--- src/rtl/bsg_link_seq_pkg.sv ---
// bsg_link_seq_pkg: shared state encoding and timer sizing for the downstream link reset sequencer
package bsg_link_seq_pkg;
  typedef enum logic [2:0] {
    S_IDLE,
    S_HOLD,
    S_IO_REL,
    S_WAIT_ACT,
    S_UP,
    S_FAIL
  } bsg_link_seq_state_e;
  function automatic int timer_width(input int a, input int b, input int c);
    int m;
    m = (a > b) ? a : b;
    m = (m > c) ? m : c;
    return (m > 1) ? $clog2(m) : 1;
  endfunction
endpackage

--- src/rtl/bsg_link_seq_timer.sv ---
// bsg_link_seq_timer: loadable down-counter that auto-reloads load_val_i when it expires, so phase chaining needs no load from done
module bsg_link_seq_timer #(
  parameter int width_p = 5
) (
  input  logic               clk,
  input  logic               rst,
  input  logic               load_i,
  input  logic [width_p-1:0] load_val_i,
  output logic               done_o
);
  logic [width_p-1:0] r_count;
  always_ff @(posedge clk)
    if (rst) r_count <= '0;
    else r_count <= (load_i || r_count == '0) ? load_val_i : r_count - 1'b1;
  assign done_o = (r_count == '0) && !load_i;
endmodule

--- src/rtl/bsg_link_ddr_downstream_reset_seq.sv ---
// bsg_link_ddr_downstream_reset_seq: orders io/core link resets, waits for channel activity, retries on timeout
module bsg_link_ddr_downstream_reset_seq
  import bsg_link_seq_pkg::*;
#(
  parameter int num_channels_p  = 2,
  parameter int reset_cycles_p  = 8,
  parameter int settle_cycles_p = 4,
  parameter int timeout_p       = 32,
  parameter int max_retries_p   = 3,
  localparam int rc_w_lp = $clog2(max_retries_p + 1)
) (
  input  logic                      clk,
  input  logic                      rst,
  input  logic                      start_i,
  input  logic                      down_i,
  input  logic [num_channels_p-1:0] ch_valid_i,
  output logic [num_channels_p-1:0] io_link_reset_o,
  output logic                      core_link_reset_o,
  output logic                      link_up_o,
  output logic                      busy_o,
  output logic                      error_o,
  output logic [rc_w_lp-1:0]        retry_cnt_o
);
  localparam int tw_lp = timer_width(reset_cycles_p, settle_cycles_p, timeout_p);
  localparam logic [tw_lp-1:0] rst_ld_lp = tw_lp'(reset_cycles_p - 1);
  localparam logic [tw_lp-1:0] set_ld_lp = tw_lp'(settle_cycles_p - 1);
  localparam logic [tw_lp-1:0] tmo_ld_lp = tw_lp'(timeout_p - 1);
  localparam logic [rc_w_lp-1:0] max_lp = rc_w_lp'(max_retries_p);
  bsg_link_seq_state_e r_state, w_state_nx;
  logic                      r_start;
  logic [num_channels_p-1:0] r_seen;
  logic [rc_w_lp-1:0]        w_retry_nx, w_retry_inc;
  logic [tw_lp-1:0]          w_load_val;
  logic                      w_load, w_done, w_complete;
  assign w_complete  = &(r_seen | ch_valid_i);
  assign w_retry_inc = (retry_cnt_o == max_lp) ? retry_cnt_o : retry_cnt_o + 1'b1;
  assign w_load_val  = (r_state == S_HOLD) ? set_ld_lp : (r_state == S_IO_REL) ? tmo_ld_lp : rst_ld_lp;
  bsg_link_seq_timer #(.width_p(tw_lp)) u_timer (
    .clk       (clk),
    .rst       (rst),
    .load_i    (w_load),
    .load_val_i(w_load_val),
    .done_o    (w_done)
  );
  always_comb begin
    w_state_nx = r_state;
    w_retry_nx = retry_cnt_o;
    w_load     = 1'b0;
    unique case (r_state)
      S_IDLE, S_FAIL: if (r_start) begin
        w_state_nx = S_HOLD;
        w_retry_nx = '0;
        w_load     = 1'b1;
      end
      S_HOLD:   if (w_done) w_state_nx = S_IO_REL;
      S_IO_REL: if (w_done) w_state_nx = S_WAIT_ACT;
      S_WAIT_ACT: if (w_complete) w_state_nx = S_UP;
        else if (w_done) begin
          w_retry_nx = w_retry_inc;
          w_state_nx = (w_retry_inc < max_lp) ? S_HOLD : S_FAIL;
        end
      S_UP: if (down_i) begin
        w_state_nx = S_HOLD;
        w_load     = 1'b1;
      end
      default: w_state_nx = S_IDLE;
    endcase
  end
  always_ff @(posedge clk)
    if (rst) begin
      r_state           <= S_IDLE;
      r_start           <= 1'b0;
      r_seen            <= '0;
      io_link_reset_o   <= '1;
      core_link_reset_o <= 1'b1;
      link_up_o         <= 1'b0;
      busy_o            <= 1'b0;
      error_o           <= 1'b0;
      retry_cnt_o       <= '0;
    end else begin
      r_state           <= w_state_nx;
      r_start           <= start_i;
      r_seen            <= (r_state == S_WAIT_ACT) ? (r_seen | ch_valid_i) : '0;
      io_link_reset_o   <= {num_channels_p{!(w_state_nx inside {S_IO_REL, S_WAIT_ACT, S_UP})}};
      core_link_reset_o <= !(w_state_nx inside {S_WAIT_ACT, S_UP});
      link_up_o         <= w_state_nx == S_UP;
      busy_o            <= w_state_nx inside {S_HOLD, S_IO_REL, S_WAIT_ACT};
      error_o           <= w_state_nx == S_FAIL;
      retry_cnt_o       <= w_retry_nx;
    end
endmodule

--- config.mk ---
export PLATFORM = sky130hd
export DESIGN_NAME = bsg_link_ddr_downstream_reset_seq
export DESIGN_NICKNAME = d
export VERILOG_FILES = /design/src/rtl/bsg_link_seq_pkg.sv /design/src/rtl/bsg_link_seq_timer.sv /design/src/rtl/bsg_link_ddr_downstream_reset_seq.sv
export SDC_FILE = /design/constraint.sdc
export NUM_CORES = 1
export LEC_CHECK = 0
export CORE_UTILIZATION = 35
export CTS_BUF_LIST = sky130_fd_sc_hd__clkbuf_8
export DETAILED_ROUTE_END_ITERATION = 10
export SYNTH_ARGS = -nofsm -noshare
export SYNTH_HDL_FRONTEND = slang
export SYNTH_SLANG_ARGS = --single-unit
--- constraint.sdc ---
create_clock -name clk -period 3 [get_ports clk]
set_input_delay 0.75 -clock clk [delete_from_list [all_inputs] [get_ports clk]]
set_output_delay 0.75 -clock clk [all_outputs]
set_load 0.005 [all_outputs]
== Yosys cells after proc, flatten, opt, wreduce, memory -nomap -nowiden ==
Cells that the tools add are included.

* Word-level logic and storage cells: 63
* Bits of input ports: 6
* Output and inout bits: 8
* Register bits after elaboration: 18

* Reduce and logical (&&, ||, !) cells: 15
* Add/subtract/negate cells: 2
* Bitwise gates (word level): 2
* Equal/unequal tests: 14
* Muxes and demuxes: 19
* $lt $le $gt $ge: 1

{| class="wikitable"
|+ Operators with widths
! operator !! number
|-
| $mux 3 || 7
|-
| $mux 5 || 3
|-
| $pmux 3 s5 || 1
|-
| $eq 3x2->1 const B || 4
|-
| $eq 3x3->1 const B || 4
|-
| $mux 2 || 4
|-
| $eq 3x1->1 const B || 2
|-
| $reduce_bool 3->1 || 2
|-
| $logic_not 5->1 || 1
|-
| $sub 5x1->5 const B || 1
|-
| $ne 2x2->1 const B || 2
|-
| $pmux 2 s2 || 1
|-
| $reduce_and 4->1 || 1
|-
| $reduce_bool 2->1 || 2
|-
| $reduce_or 2->1 || 2
|-
| $logic_not 1->1 || 3
|-
| $logic_not 3->1 || 1
|-
| $add 2x1->2 const B || 1
|-
| $eq 2x2->1 const B || 1
|-
| $lt 2x2->1 const B || 1
|-
| $mux 1 || 2
|-
| $ne 2x1->1 const B || 1
|-
| $or 2x2->2 || 1
|-
| $pmux 1 s2 || 1
|-
| other kinds (4) || 4
|}

== Logic depth before layout (Yosys ltp) ==
* Depth in word-level cells: 11
* Mapped depth: 7
* Mapped depth without buffers: 7

== Cells and area by module ==
Synthesis repeated with hierarchy kept, for this count alone.

* Cell total of the unflattened synthesis: 98
* Area, all modules: 914.6 um^2

{| class="wikitable"
|+ By module, submodules not included
! module !! instances !! cells an instance !! area each (um^2)
|-
| bsg_link_ddr_downstream_reset_seq || 1 || 69 || 661.9
|-
| bsg_link_seq_timer || 1 || 29 || 252.7
|}

== Worst setup path after synthesis ==
OpenSTA, ideal clock, no wires.

* Path type: input port to flip-flop
* Start: in ch_valid_i[0]
* End: reg core_link_reset_o
* Path buffers: 0
* Path slack: 1208 ps
* Stages: 5
* Arrival: 1676 ps
* Cells stage by stage: o22a_1 > a21o_1 > o22ai_2 > mux2i_1 > nand2b_1

* Longest elaborated chain between the ends: 7
* Elaborated cells between the ends (all ways): 8

{| class="wikitable"
|+ Ends and longest elaborated chain
! what !! RTL line !! RTL
|-
| start: declaration || bsg_link_ddr_downstream_reset_seq.sv:16 || <nowiki>input logic [num_channels_p-1:0] ch_valid_i,</nowiki>
|-
| $or 2x2->2 (*) || bsg_link_ddr_downstream_reset_seq.sv:35 || <nowiki>assign w_complete = &(r_seen | ch_valid_i);</nowiki>
|-
| $reduce_and 2->1 (*) || bsg_link_ddr_downstream_reset_seq.sv:35 ||
|-
| $mux 3 (*) || bsg_link_ddr_downstream_reset_seq.sv:57 || <nowiki>S_WAIT_ACT: if (w_complete) w_state_nx = S_UP;</nowiki>
|-
| $pmux 3 s5 (*) || bsg_link_ddr_downstream_reset_seq.sv:49 || <nowiki>unique case (r_state)</nowiki>
|-
| $eq 3x2->1 / $eq 3x3->1 (equally long branches) || bsg_link_ddr_downstream_reset_seq.sv:85 || <nowiki>core_link_reset_o <= !(w_state_nx inside {S_WAIT_ACT, S_UP});</nowiki>
|-
| $reduce_bool 2->1 (*) || bsg_link_ddr_downstream_reset_seq.sv:85 ||
|-
| $logic_not 1->1 (*) || bsg_link_ddr_downstream_reset_seq.sv:85 ||
|-
| end signal: assignment || bsg_link_ddr_downstream_reset_seq.sv:85 ||
|-
| end: declaration || bsg_link_ddr_downstream_reset_seq.sv:18 || <nowiki>output logic core_link_reset_o,</nowiki>
|}

Mark *: on every way between the ends. The rest lies on a longest branch, timed or not.
A chain may end at the register's enable or synchronous reset.

== Worst setup path after layout ==
Ends and elaborated chain as after synthesis.

==> impl_results.rst <==
.. list-table::
   :header-rows: 1

   * - Metric
     - Value
   * - Ratio of total power to cell area
     - approximately 760 nW/µm²
   * - Launching element type of the critical path
     - input pin
   * - Cell count of the worst reg-to-reg path
     - 7
   * - Number of failing setup endpoints in the final timing report
     - 0
   * - Via-to-Cell Ratio
     - ~5
   * - Clock insertion delay at the later pin of the skew report
     - between 0.2 and 0.3 ns
   * - Start-to-end type of the worst setup path
     - input pin to flip-flop
   * - Post-synthesis mux area share
     - under 10%
   * - Number of buffers inserted by port buffering
     - 13
   * - Count of cell types in the netlist
     - 32
   * - Clk root buf
     - clkbuf_8
   * - CTS-repair resized insts
     - 0
   * - Mapped Cells
     - 83
   * - Proportion of register bits with asynchronous set or reset after synthesis
     - 0%
   * - Part of the total power dissipated in sequential elements
     - 43.5%
   * - Accumulated negative setup slack
     - 0 ns
   * - Synthesized area divided by synthesized cell count
     - between 9 and 10 µm²
   * - # IOs
     - 14
   * - Pre-Repair DR Iteration Count
     - 4
   * - Die Wd
     - ~50 µm
   * - Largest family of logic cells by synthesized area
     - simple AND/OR/NAND/NOR gates
   * - Crit-path slowest cell
     - clkdlybuf4s50_1
   * - Switching power
     - around 250 µW
   * - Antenna violations before repair
     - 0
   * - Placer Congestion
     - around 0.73
   * - Most frequent cell after synthesis
     - dfxtp_1
   * - Total routing resource utilization after global routing
     - 14.17%
   * - Number of vias in the routed layout
     - between 600 and 700
   * - RSZ-0062 raised after global routing
     - no
   * - Power, Total
     - between 700 and 800 µW
   * - Fill cell count
     - roughly 210
   * - Switching share of power
     - 32.12%
   * - HPWL reported at the end of detailed placement
     - roughly 1000 µm
   * - WP data arrival
     - 2.23 ns
   * - Maximum root-to-sink buffer count
     - 2
   * - Mapped Nets
     - 91
   * - Crit Reg-Reg Startpoint
     - u_timer.r_count[0]
   * - Number of nets in the layout
     - roughly 110
   * - Starting DRC count in detailed routing
     - 11
   * - # clock sinks
     - 18
   * - Count of cells along the worst hold path
     - 1
   * - DRT antenna net count
     - 0
   * - Overflow left after global routing
     - 0
   * - Max-cap viol count
     - 0
   * - Bufs and invs on worst path
     - 1
   * - Area growth syn-to-layout
     - 24.50%
   * - Sequential element share of the synthesized area
     - 44.38%
   * - Int Power
     - 522.4 µW
   * - IR Drop Worst-Case VDD
     - around 0.00034 V
   * - Fraction of the cycle the final worst path needs
     - a little over two thirds
   * - Largest stage delay on the critical path
     - approximately 0.42 ns
   * - Number of antenna diodes
     - 0
   * - Worst-path cell chain
     - clkdlybuf4s50_1 -> o22a_1 -> a21o_1 -> o22ai_2 -> mux2i_1 -> nand2b_1
   * - Hold crit path type
     - flip-flop to flip-flop
   * - Clock power frac
     - 25.9%
   * - Hold Path Sink
     - u_timer.r_count[0]
   * - Parity-gate share of the synthesized area counting xor and xnor cells
     - under 10%
   * - Combinational group share of total power
     - a little under a third
   * - Cell types with the highest counts after synthesis
     - 18 x dfxtp_1, 6 x a21oi_1, 6 x nor2_1, 6 x nor3_1, 4 x a211oi_1
   * - DIE AREA
     - between 2000 and 3000 µm²
   * - Number of synthesized flops with an enable pin
     - 0
   * - Post-synth top flop
     - dfxtp_1
   * - Hold buffers post-CTS
     - 0
   * - Die extent in y
     - 50.17 µm
   * - WP data required
     - about 3.2 ns
   * - Average wire per cell in the routed design
     - between 10 and 15 µm
   * - Inserted Clock Buffers
     - 3
   * - Worst reg2reg endpoint
     - core_link_reset_o
   * - Final hold violations
     - 0
   * - Number of global-route vias before repair
     - slightly below 600
   * - Clock Skews
     - between 0.002 and 0.003 ns
   * - Number of cell rows
     - 17
   * - Status
     - finished, final reports clean
   * - Static Leak
     - roughly 0.00036 µW
   * - Clk slew on worst S/H paths
     - ~0.07 ns
   * - Drc violations
     - 0
   * - FF+latch count, synth
     - 18
   * - Adder and majority cell fraction of the synthesized area
     - a little over 3%
   * - Placeable core area
     - 2191 µm²
   * - Yosys top cell area share
     - about 44%
   * - Dominant cell type by area after synthesis
     - dfxtp_1
   * - Layout cells sized above 1
     - about a tenth
   * - Worst Min Path Start
     - u_timer.r_count[0]
   * - Slew headroom
     - 59.25%
   * - Biggest fanout along the worst timing path
     - 6
   * - CP delay by family, top
     - compound AO/OA/AOI/OAI gates
   * - Post-synthesis share of cell area spent on and, or, nand and nor gates
     - 23.11%
   * - Routed Wire Length
     - approximately 1500 µm
   * - Min Clock Period, post-route
     - about 2.1 ns
   * - Final count of pins violating max slew
     - 0
   * - Largest net degree at the start of global routing
     - 18
   * - Max Clk Rate
     - 0.4806 GHz
   * - Area contributors post-synth
     - dfxtp_1 44%, a21oi_1 3.7%, nor3_1 3.7%
   * - First-pass GRT wire length
     - 2628 µm
   * - Maximum level of the CTS H-tree
     - 1
   * - Fraction of the mapped netlist area in compound gates
     - 17.26%
   * - Initial core utilization
     - around 37%
   * - Area of the mapped netlist
     - between 800 and 900 µm²
   * - Clock tree from TritonCTS
     - done
   * - Pin slew with the least headroom to its limit
     - 0.6094 ns
   * - Setup repair bufs after CTS
     - 0
   * - FF-to-FF setup slack
     - 1.16 ns
   * - Number of warnings reported in the yosys synthesis log
     - 0
   * - Capturing element type of the critical path
     - flip-flop
[worst register-to-register path: cells and delay by family, from the launching register on]
| kind | cells | cell delay (ns) |
|---|---|---|
| simple gates | 2 | 0.52 |
| compound gates | 2 | 0.41 |
| flops | 1 | 0.32 |
| mux | 1 | 0.24 |
| fa+ha+maj | 1 | 0.17 |
| buf+inv | 1 | 0.08 |
[power groups by stage]
stage	sequential [µW]	combinational (µW)	clock, µW
after detailed placement	337	233	0
after CTS	334	238	209
after global routing	343	260	215
final	335	236	199
after global placement	336	233	0
after floorplan	323	183	0
[stage by stage]
stage                     setup WS, ns  hold slack, ns  std cells  util [%]  cell area [µm²]
after global routing            0.8265          0.5176        124     46.15             1011
after floorplan                  1.208          0.4333         83         -            812.0
after global placement          0.6956          0.4480        120     43.63            955.9
after CTS                       0.9313          0.4648        124     46.15             1011
after detailed placement        0.6532          0.4500        120     43.63            955.9
final                           0.9191          0.4648        124     46.15             1011
[how the worst max path moves through the flow]
stage | start | end | slack [ns] | cells after the start
after global routing | ch_valid_i[0] | core_link_reset_o | 0.83 | 6
after detailed placement | ch_valid_i[0] | core_link_reset_o | 0.65 | 6
after global placement | ch_valid_i[0] | core_link_reset_o | 0.70 | 6
after CTS | ch_valid_i[0] | core_link_reset_o | 0.93 | 6
final | ch_valid_i[0] | core_link_reset_o | 0.92 | 6
after floorplan | ch_valid_i[0] | core_link_reset_o | 1.21 | 5
[layout make-up]
cell class	count	area [µm²]	area share, %
clock buffer	4	55.05	5.446
inverter	3	11.26	1.114
multi-input combinational	58	419.2	41.46
sequential	18	360.3	35.64
tap	28	35.03	3.465
timing repair buffer	13	130.1	12.87
[registers in the layout, summed over array words and instances, names as in the netlist]
name	flops
io_link_reset_o	1
busy_o	1
retry_cnt_o	2
r_start	1
r_seen	2
u_timer.r_count	5
error_o	1
r_state	3
core_link_reset_o	1
link_up_o	1
[routing by layer]
layer,vias to the layer above,track usage (%),wire length (µm)
li1,319,-,-
met1,288,17.76,767
met2,13,20.89,667
met3,6,2.727,53
met4,0,11.43,49
met5,-,0,0
[cells by family (layout without fill, tap and decap cells)]
group,count (synthesis),count (layout)
adders and majority gates,2,2
buffers and inverters,7,20
AOI/OAI and AO/OA,19,19
DFF,18,18
muxes,3,3
xor gates and xnor gates,4,4
and+or+nand+nor,30,30
[placed cells by master (no fill, tap or decap), drive strengths merged, types with 2 or more instances in the layout]
cell type      Yosys  routed
xnor2              3       3
a21oi              6       6
nor2b              3       3
dfxtp             18      18
nor2               6       6
inv                3       3
nand2              3       3
nor4b              2       2
nor3               7       7
o22ai              2       2
nand2b             3       3
nand3b             2       2
a211oi             5       5
ha                 2       2
clkbuf             1       4
clkdlybuf4s50      0      13
mux2i              2       2
o21ai              2       2
Note: power is estimated with default switching activity, not from simulation.
